### src/rtl/step_pkg.sv
// Shared definitions for the step/direction pulse generator: FSM encoding and
// default pulse timing.
package step_pkg;

    typedef enum logic [1:0] {
        ST_IDLE  = 2'd0,
        ST_SETUP = 2'd1,
        ST_HIGH  = 2'd2,
        ST_LOW   = 2'd3
    } state_t;

    localparam int PULSE_W_DEF   = 4;
    localparam int DIR_SETUP_DEF = 2;

endpackage

### src/rtl/step_timer.sv
// Loadable down-counter used to time the SETUP, HIGH and LOW phases.
// The count is held at zero once it gets there; load has priority.
module step_timer #(
    parameter int WIDTH = 16
) (
    input  logic             clk,
    input  logic             rst_n,
    input  logic             load_i,
    input  logic [WIDTH-1:0] load_val_i,
    output logic             zero_o
);

    logic [WIDTH-1:0] count_q;
    logic [WIDTH-1:0] count_d;

    always_comb begin
        count_d = count_q;
        if (load_i) begin
            count_d = load_val_i;
        end else if (count_q != '0) begin
            count_d = count_q - 1'b1;
        end
    end

    always_ff @(posedge clk or negedge rst_n) begin
        if (!rst_n) begin
            count_q <= '0;
        end else begin
            count_q <= count_d;
        end
    end

    assign zero_o = (count_q == '0);

endmodule

### src/rtl/step_gen.sv
// Step/direction pulse generator: produces fixed-width step pulses at a
// programmable period with direction setup time and an up/down position count.
module step_gen
    import step_pkg::*;
#(
    parameter int WIDTH_TR  = 16,
    parameter int WIDTH_CNT = 32,
    parameter int PULSE_W   = PULSE_W_DEF,
    parameter int DIR_SETUP = DIR_SETUP_DEF
) (
    input  logic                 clk,
    input  logic                 rst,
    input  logic                 drv_en_TR,
    input  logic                 dir_TR,
    input  logic                 counter_en_TR,
    input  logic [WIDTH_TR-1:0]  period_TR,
    input  logic                 cnt_clr,
    output logic                 step,
    output logic                 dir,
    output logic                 drv_en,
    output logic                 step_tick,
    output logic                 busy,
    output logic [WIDTH_CNT-1:0] pos
);

    localparam logic [WIDTH_TR-1:0] MIN_P    = WIDTH_TR'(2 * PULSE_W);
    localparam logic [WIDTH_TR-1:0] PW       = WIDTH_TR'(PULSE_W);
    localparam logic [WIDTH_TR-1:0] PW_M1    = WIDTH_TR'(PULSE_W - 1);
    localparam logic [WIDTH_TR-1:0] SETUP_M1 = WIDTH_TR'(DIR_SETUP - 1);

    state_t               state_q;
    logic                 step_q;
    logic                 dir_q;
    logic                 drv_en_q;
    logic                 tick_q;
    logic                 busy_q;
    logic [WIDTH_CNT-1:0] pos_q;
    logic [WIDTH_TR-1:0]  period_q;

    logic                 t_zero;
    logic                 tmr_load;
    logic [WIDTH_TR-1:0]  tmr_val;
    logic                 start_ok;
    logic                 need_setup;
    logic                 decide;
    logic                 enter_high;
    logic                 enter_setup;
    logic [WIDTH_TR-1:0]  eff_period;

    step_timer #(
        .WIDTH (WIDTH_TR)
    ) u_timer (
        .clk        (clk),
        .rst_n      (rst),
        .load_i     (tmr_load),
        .load_val_i (tmr_val),
        .zero_o     (t_zero)
    );

    // Start decision is taken in IDLE and on the last LOW cycle; both paths
    // share it so back-to-back steps and cold starts behave identically.
    always_comb begin
        start_ok    = drv_en_TR && (period_TR != '0);
        need_setup  = (dir_TR != dir_q);
        eff_period  = (period_TR > MIN_P) ? period_TR : MIN_P;
        decide      = (state_q == ST_IDLE) || ((state_q == ST_LOW) && t_zero);
        enter_setup = decide && start_ok && need_setup;
        enter_high  = (decide && start_ok && !need_setup) ||
                      ((state_q == ST_SETUP) && t_zero && drv_en_TR);
        tmr_load    = 1'b0;
        tmr_val     = '0;
        if (enter_setup) begin
            tmr_load = 1'b1;
            tmr_val  = SETUP_M1;
        end else if (enter_high) begin
            tmr_load = 1'b1;
            tmr_val  = PW_M1;
        end else if ((state_q == ST_HIGH) && t_zero) begin
            tmr_load = 1'b1;
            tmr_val  = period_q - PW - WIDTH_TR'(1);
        end
    end

    always_ff @(posedge clk or negedge rst) begin
        if (!rst) begin
            state_q  <= ST_IDLE;
            step_q   <= 1'b0;
            dir_q    <= 1'b0;
            drv_en_q <= 1'b0;
            tick_q   <= 1'b0;
            busy_q   <= 1'b0;
            pos_q    <= '0;
            period_q <= '0;
        end else begin
            drv_en_q <= drv_en_TR;
            tick_q   <= 1'b0;
            if (enter_high) begin
                state_q  <= ST_HIGH;
                step_q   <= 1'b1;
                tick_q   <= 1'b1;
                busy_q   <= 1'b1;
                period_q <= eff_period;
            end else if (enter_setup) begin
                state_q <= ST_SETUP;
                dir_q   <= dir_TR;
                busy_q  <= 1'b1;
            end else begin
                case (state_q)
                    ST_SETUP: begin
                        if (!drv_en_TR) begin
                            state_q <= ST_IDLE;
                            busy_q  <= 1'b0;
                        end
                    end
                    ST_HIGH: begin
                        if (t_zero) begin
                            state_q <= ST_LOW;
                            step_q  <= 1'b0;
                        end
                    end
                    ST_LOW: begin
                        if (t_zero) begin
                            state_q <= ST_IDLE;
                            busy_q  <= 1'b0;
                        end
                    end
                    default: ;
                endcase
            end
            // Clear wins over a count on the same edge.
            if (cnt_clr) begin
                pos_q <= '0;
            end else if (enter_high && counter_en_TR) begin
                pos_q <= dir_q ? pos_q + WIDTH_CNT'(1) : pos_q - WIDTH_CNT'(1);
            end
        end
    end

    assign step      = step_q;
    assign dir       = dir_q;
    assign drv_en    = drv_en_q;
    assign step_tick = tick_q;
    assign busy      = busy_q;
    assign pos       = pos_q;

endmodule

### config.mk
export PLATFORM = sky130hd
export DESIGN_NAME = step_gen
export DESIGN_NICKNAME = d
export VERILOG_FILES = /design/src/rtl/step_pkg.sv /design/src/rtl/step_timer.sv /design/src/rtl/step_gen.sv
export SDC_FILE = /design/constraint.sdc
export NUM_CORES = 1
export LEC_CHECK = 0
export ABC_AREA = 1
export CORE_MARGIN = 3
export CORE_UTILIZATION = 60
export CTS_BUF_LIST = sky130_fd_sc_hd__clkbuf_2
export CTS_CLUSTER_SIZE = 24
export DETAILED_ROUTE_END_ITERATION = 12
export DONT_BUFFER_PORTS = 1
export GPL_TIMING_DRIVEN = 0
export PLACE_DENSITY = 0.84
export SETUP_SLACK_MARGIN = 0.15
export SYNTH_ARGS = -nofsm -noshare
export SYNTH_HDL_FRONTEND = slang
export SYNTH_SLANG_ARGS = --single-unit
### constraint.sdc
create_clock -name clk -period 2.8 [get_ports clk]
set_input_delay 0.42 -clock clk [delete_from_list [all_inputs] [get_ports clk]]
set_output_delay 0.42 -clock clk [all_outputs]
set_load 0.005 [all_outputs]
* Yosys cells after proc, flatten, opt, wreduce, memory -nomap -nowiden *
Cells that the tools add are included.

word-level totals
  register bits = 71

cells by class
  add/subtract/negate cells = 5
  magnitude comparators = 1
  equal/unequal tests = 8
  mux-type cells = 27
  bitwise operators = 1
  reduce and logical (&&, ||, !) cells = 26

operators by type and width
  cell                                                  number
  2-to-1 mux 16 bit                                     6
  2-to-1 mux 32 bit                                     3
  adder 32 x 1 -> 32 bit (second input constant)        1
  nonzero test 16 bit                                   2
  subtractor 16 x 1 -> 16 bit (second input constant)   2
  subtractor 32 x 1 -> 32 bit (second input constant)   1
  > comparator 16 x 4 -> 1 bit (second input constant)  1
  logical NOT 16 bit                                    1
  subtractor 16 x 3 -> 16 bit (second input constant)   1
  inequality test 4 bit (second input constant)         3
  2-to-1 mux 1 bit                                      11
  2-to-1 mux 2 bit                                      5
  logical AND 1 bit                                     9
  nonzero test 2 bit                                    4
  one-hot mux 2 bit (3 select lines)                    1
  AND reduction 3 bit                                   2
  nonzero test 5 bit                                    1
  equality test 2 bit (second input constant)           2
  AND reduction 4 bit                                   1
  nonzero test 4 bit                                    1
  equality test 2 x 1 -> 1 bit (second input constant)  1
  logical NOT 2 bit                                     1
  logical OR 1 bit                                      2
  inequality test 2 bit (second input constant)         1
  5 further kinds                                       5

* Logic depth before layout (Yosys ltp) *
  depth in word-level cells = 9
  mapped depth = 15
  depth with buffers taken out = 15

* Cells and area by module *
Synthesis repeated with hierarchy kept, for this count alone.

second synthesis, totals
  cell total of the unflattened synthesis = 979
  area total of the unflattened synthesis = 6053.3 um^2

modules (own cells, without submodules)
  module      instances  cells each  area an instance (um^2)  sequential area each (um^2)
  step_gen    1          811         4934.7                   1376.3
  step_timer  1          168         1118.6                   400.4

* Least setup slack after synthesis *
Ideal clock, no wire load.

  path type = register -> register
  from = register dir_q (netlist: dir)
  to = register pos_q[25] (netlist: pos[25])
  arrival time = 2283 ps
  data required time = 2683 ps
  setup slack = 400 ps
  cell stages (with the launch flop) = 14
  buffers on the path = 0
  cells stage by stage = dfrtp_1 > inv_1 > ha_1 > nand2_1 > inv_1 > nand3_1 > nand2_1 > inv_1 > o21ai_0 > nand2_1 > nand2_1 > nand2_1 > nand3_1 > nand2_1

on the way
  word-level cells in the longest chain between the ends = 6
  elaborated cells between the ends (all ways) = 9
  classes of those cells = eq/ne: 1; mux: 3; reduce/logical: 5

RTL lines
  element                       RTL line         text
  start, declared               step_gen.sv:33   logic dir_q;
  start signal, assigned        step_gen.sv:105  dir_q <= dir_TR;
  inequality test 1 bit         step_gen.sv:64   need_setup = (dir_TR != dir_q);
  logical NOT 1 bit             step_gen.sv:68   enter_high = (decide && start_ok && !need_setup) ||
  logical AND 1 bit             step_gen.sv:68
  logical OR 1 bit              step_gen.sv:68
  logical AND 1 bit             step_gen.sv:133  end else if (enter_high && counter_en_TR) begin
  nonzero test 2 bit (no line)  -
  end signal, assigned          step_gen.sv:134  pos_q <= dir_q ? pos_q + WIDTH_CNT'(1) : pos_q - WIDTH_CNT'(1);
  end, declared                 step_gen.sv:37   logic [WIDTH_CNT-1:0] pos_q;

Several ways; a longest one is shown, not always the timed one. The select of a mux whose other input is x is not followed.
A chain may end at the register's enable or synchronous reset.

* Worst setup path in the final report *
  from = register dir_q (netlist: dir)
  to = register pos_q[29] (netlist: pos[29])

The elaborated chain is that of the path after synthesis.

==> flow_summary_export.csv <==
group,metric,value,unit
routing,vias_per_cell,5.60,
placement,postPlaceCellArea,0.00606,mm2
grt,grt_max_degree,72,
setup_path,reg2reg_to,"pos[29]",
setup_path,cp.arrival,2.95,ns
timing,finalMaxSlewViolations,0,
placement,port_buffers,0,
synth,synthCells,925,
pwr,p_total,2.29,mW
grt,first_global_vias,5566,
synth,ys.flop_type,"dfrtp_1",
synth,yosys_warnings,0,
grt,grt_first_pass_wirelength,26900,um
floorplan,die-width,105,um
cells_and_area,stdcell_count,1090,
setup_path,worst_path_largest_cell_delay,0.59,ns
pwr,powerDensity,345,mW/mm2
synth,synth_nets,981,
min_path,hp-class,"input pin to register",
cells_and_area,fin_nets,1012,
routing,drc,0,
cells_and_area,final_common_cell,"nand2_1",
floorplan,die_area,0.0110,mm2
timing,clock_skew,0.0435,ns
min_path,hold_start,"dir_TR",
synth,yosysTopAreaCell,"dfrtp_1",
synth,syn_avg_cell_area,6.37,um2
cells_and_area,layout_common_cells,"nand2_1, inv_1, nor2_1",
setup_path,setup.worst_path.end_class,"register",
setup_path,worstPathMaxFanout,11,
floorplan,die_h,105,um
clock_tree,clock_latency,0.55,ns
grt,antenna_found_initial,0,
timing,worst_slew_pin_slew,0.556,ns
grt,gr-total-overflow,0,
setup_path,crit_family,"simple AND/OR/NAND/NOR gates",
setup_path,critPathKind,"register to register",
placement,hpwlAfterDp,12300,um
min_path,whs_endpoint,"dir",
timing,fin_crit_sh,89.8,%
timing,max_freq,398,MHz
setup_path,path_depth,14,
cells_and_area,final_util,71.0,%
clock_tree,cts_max_level,3,
run,cap_violations,0,
cells_and_area,antenna_cells,0,
clock_tree,root_buffer,"clkbuf_2",
setup_path,r2r_start,"dir",
floorplan,pin_count,59,
synth,synth_edf_count,0,
routing,routedWlPerCell,15.1,um
timing,slew_headroom,62.8,%
synth,synth_area_leaders,"dfrtp_1, nand2_1, inv_1",
floorplan,core-area,0.00937,mm2
synth,async_flop_share,100,%
pwr,vdd.ir_drop.worst,0.235,mV
routing,dr.pass1.iters,5,
setup_path,cp-start-kind,"register",
routing,vias,6102,
synth,yosysSeqAreaShare,30.1,%
routing,antenna_left,0,
clock_tree,cts.sinks,71,
floorplan,rows,35,
pwr,total_leakage_power,3.65,nW
setup_path,path_cells,"clkinvlp_4, buf_6, ha_4, nand2_1, nor2_1, inv_1, nor2_2, nand2_1, nand3_2, nand3_1, nand2_1, nand2_1, nand3_1, nand2_1",
clock_tree,cts_buffer_depth,2,
timing,rsz0062_at_grt,"true",
timing,fin_crit,2.52,ns
synth,netlist_area,0.00589,mm2
timing,hold_violations,0,
setup_path,r2r_slack,0.28,ns
cells_and_area,drive_gt1_share,9.78,%
routing,drt_iter0_markers,496,
outcome,status,"finished, final reports clean",
grt,grt_util_all_layers,30.0,%
synth,synth_seq_cells,71,
synth,synth.top_cell.area_share,30.1,%
clock_tree,cts_buffers,9,
placement,dp_cells,1054,
cells_and_area,final_cell_area,0.00666,mm2
setup_path,critPathSlowestCell,"dfrtp_2",
synth,ys_types,36,
cells_and_area,area_growth,12.9,%
setup_path,required,3.24,ns
setup_path,worst-path-buf-inv,3,
setup_path,crit_path_frequent_cell,"nand2_1",
timing,finalSetupViolCount,0,
clock_tree,cts_tree,"done",
routing,wl,16500,um
min_path,whs_path_depth,1,
floorplan,start_util,62.9,%
clock_tree,clk_pin_slew,0.21,ns
placement,place_congestion,1.00,
setup_path,rr_worst_depth,14,
==> where the power goes <==
group          switching, mW  internal [mW]
clock                  0.428          0.305
sequential            0.0102           1.03
combinational          0.349          0.167
total                  0.786           1.51
==> through the flow <==
step / hold slack [ns] / worst slack, ns / setup TNS [ns]
floorplan: 0.124 / 0.400 / 0
global placement: 0.126 / -0.318 / -3.73
detailed placement: 0.127 / -0.340 / -4.32
CTS: 0.00172 / 0.184 / 0
global route: 0.00570 / 0.0490 / 0
finish: 0.0325 / 0.285 / 0
==> per-layer routing <==
layer / up-vias / global-route usage (%) / wire length [um]
li1: 3024 / - / -
met1: 2762 / 45.8 / 7680
met2: 287 / 42.7 / 6860
met3: 29 / 7.47 / 1690
met4: 0 / 6.75 / 268
met5: - / 0 / 0
==> synth_stat cells (2+ instances only) <==
cell type  number
nand2_1       286
buf_2           4
buf_1           2
nor2_2          7
inv_1         131
nand3_1        97
o21bai_1        2
xnor2_1         5
ha_1           33
o21a_1          3
nand4_1        13
dfrtp_1        71
nand2_2         3
and2_1          3
nor2_4          3
nor2_1        108
o211ai_1        2
inv_2           3
nor4_1          3
xor2_1         26
a31oi_1         2
clkbuf_1        5
nor3_1         11
a21oi_1        43
o21ai_0        45
nand3b_1        4
==> worst max path at each step <==
stage          start       to  slack [ns]
5_1_grt          dir  pos[29]        0.05
3_3_place_gp     dir  pos[28]       -0.32
3_5_place_dp     dir  pos[25]       -0.34
4_1_cts          dir  pos[25]        0.18
2_1_floorplan    dir  pos[25]        0.40
6_report         dir  pos[29]        0.28
==> what timing repair did <==
| action | 4_1_cts | 5_1_grt |
|---|---|---|
| cloned | 1 | 0 |
| endpoints found under the hold margin | 82 | 1 |
| hold buffers | 13 | 1 |
| setup endpoints to repair | 27 | 16 |
| gates resized for setup | 3 | 49 |
| setup buffers | 5 | 0 |
==> registers in the layout (all words and copies together), names as in the netlist <==
name / cells
step_tick: 1
drv_en: 1
step: 1
state_q: 2
dir: 1
period_q: 16
busy: 1
u_timer.count_q: 16
pos: 32
==> worst register-to-register path, delay by kind of cell (launching register included) <==
kind,cells,cell delay (ns)
and+or+nand+nor,10,1.04
buffers and inverters,3,0.47
adders and majority gates,1,0.33
DFF,1,0.59
==> final cells by class <==
class,count,area [um2]
repair inverters,1,7.51
clock buffers,10,50.0
clock inverters,6,93.8
inverters,134,507
repair buffers,19,199
plain buffers,13,72.6
fillers,827,2710
well taps,129,161
flip-flops and latches,71,1780
multi-input cells,707,3790
==> cells by family after synthesis <==
kind of cell	after synthesis	synth area share (%)
AO/OA/AOI/OAI	100	8.94
AND/OR/NAND/NOR	541	39.0
XOR/XNOR	31	4.61
adder cells (fa/ha/maj)	34	7.34
multiplexers	1	0.191
flip-flops	71	30.1
buffers and inverters	147	9.76
(Power assumes the default switching activity.)
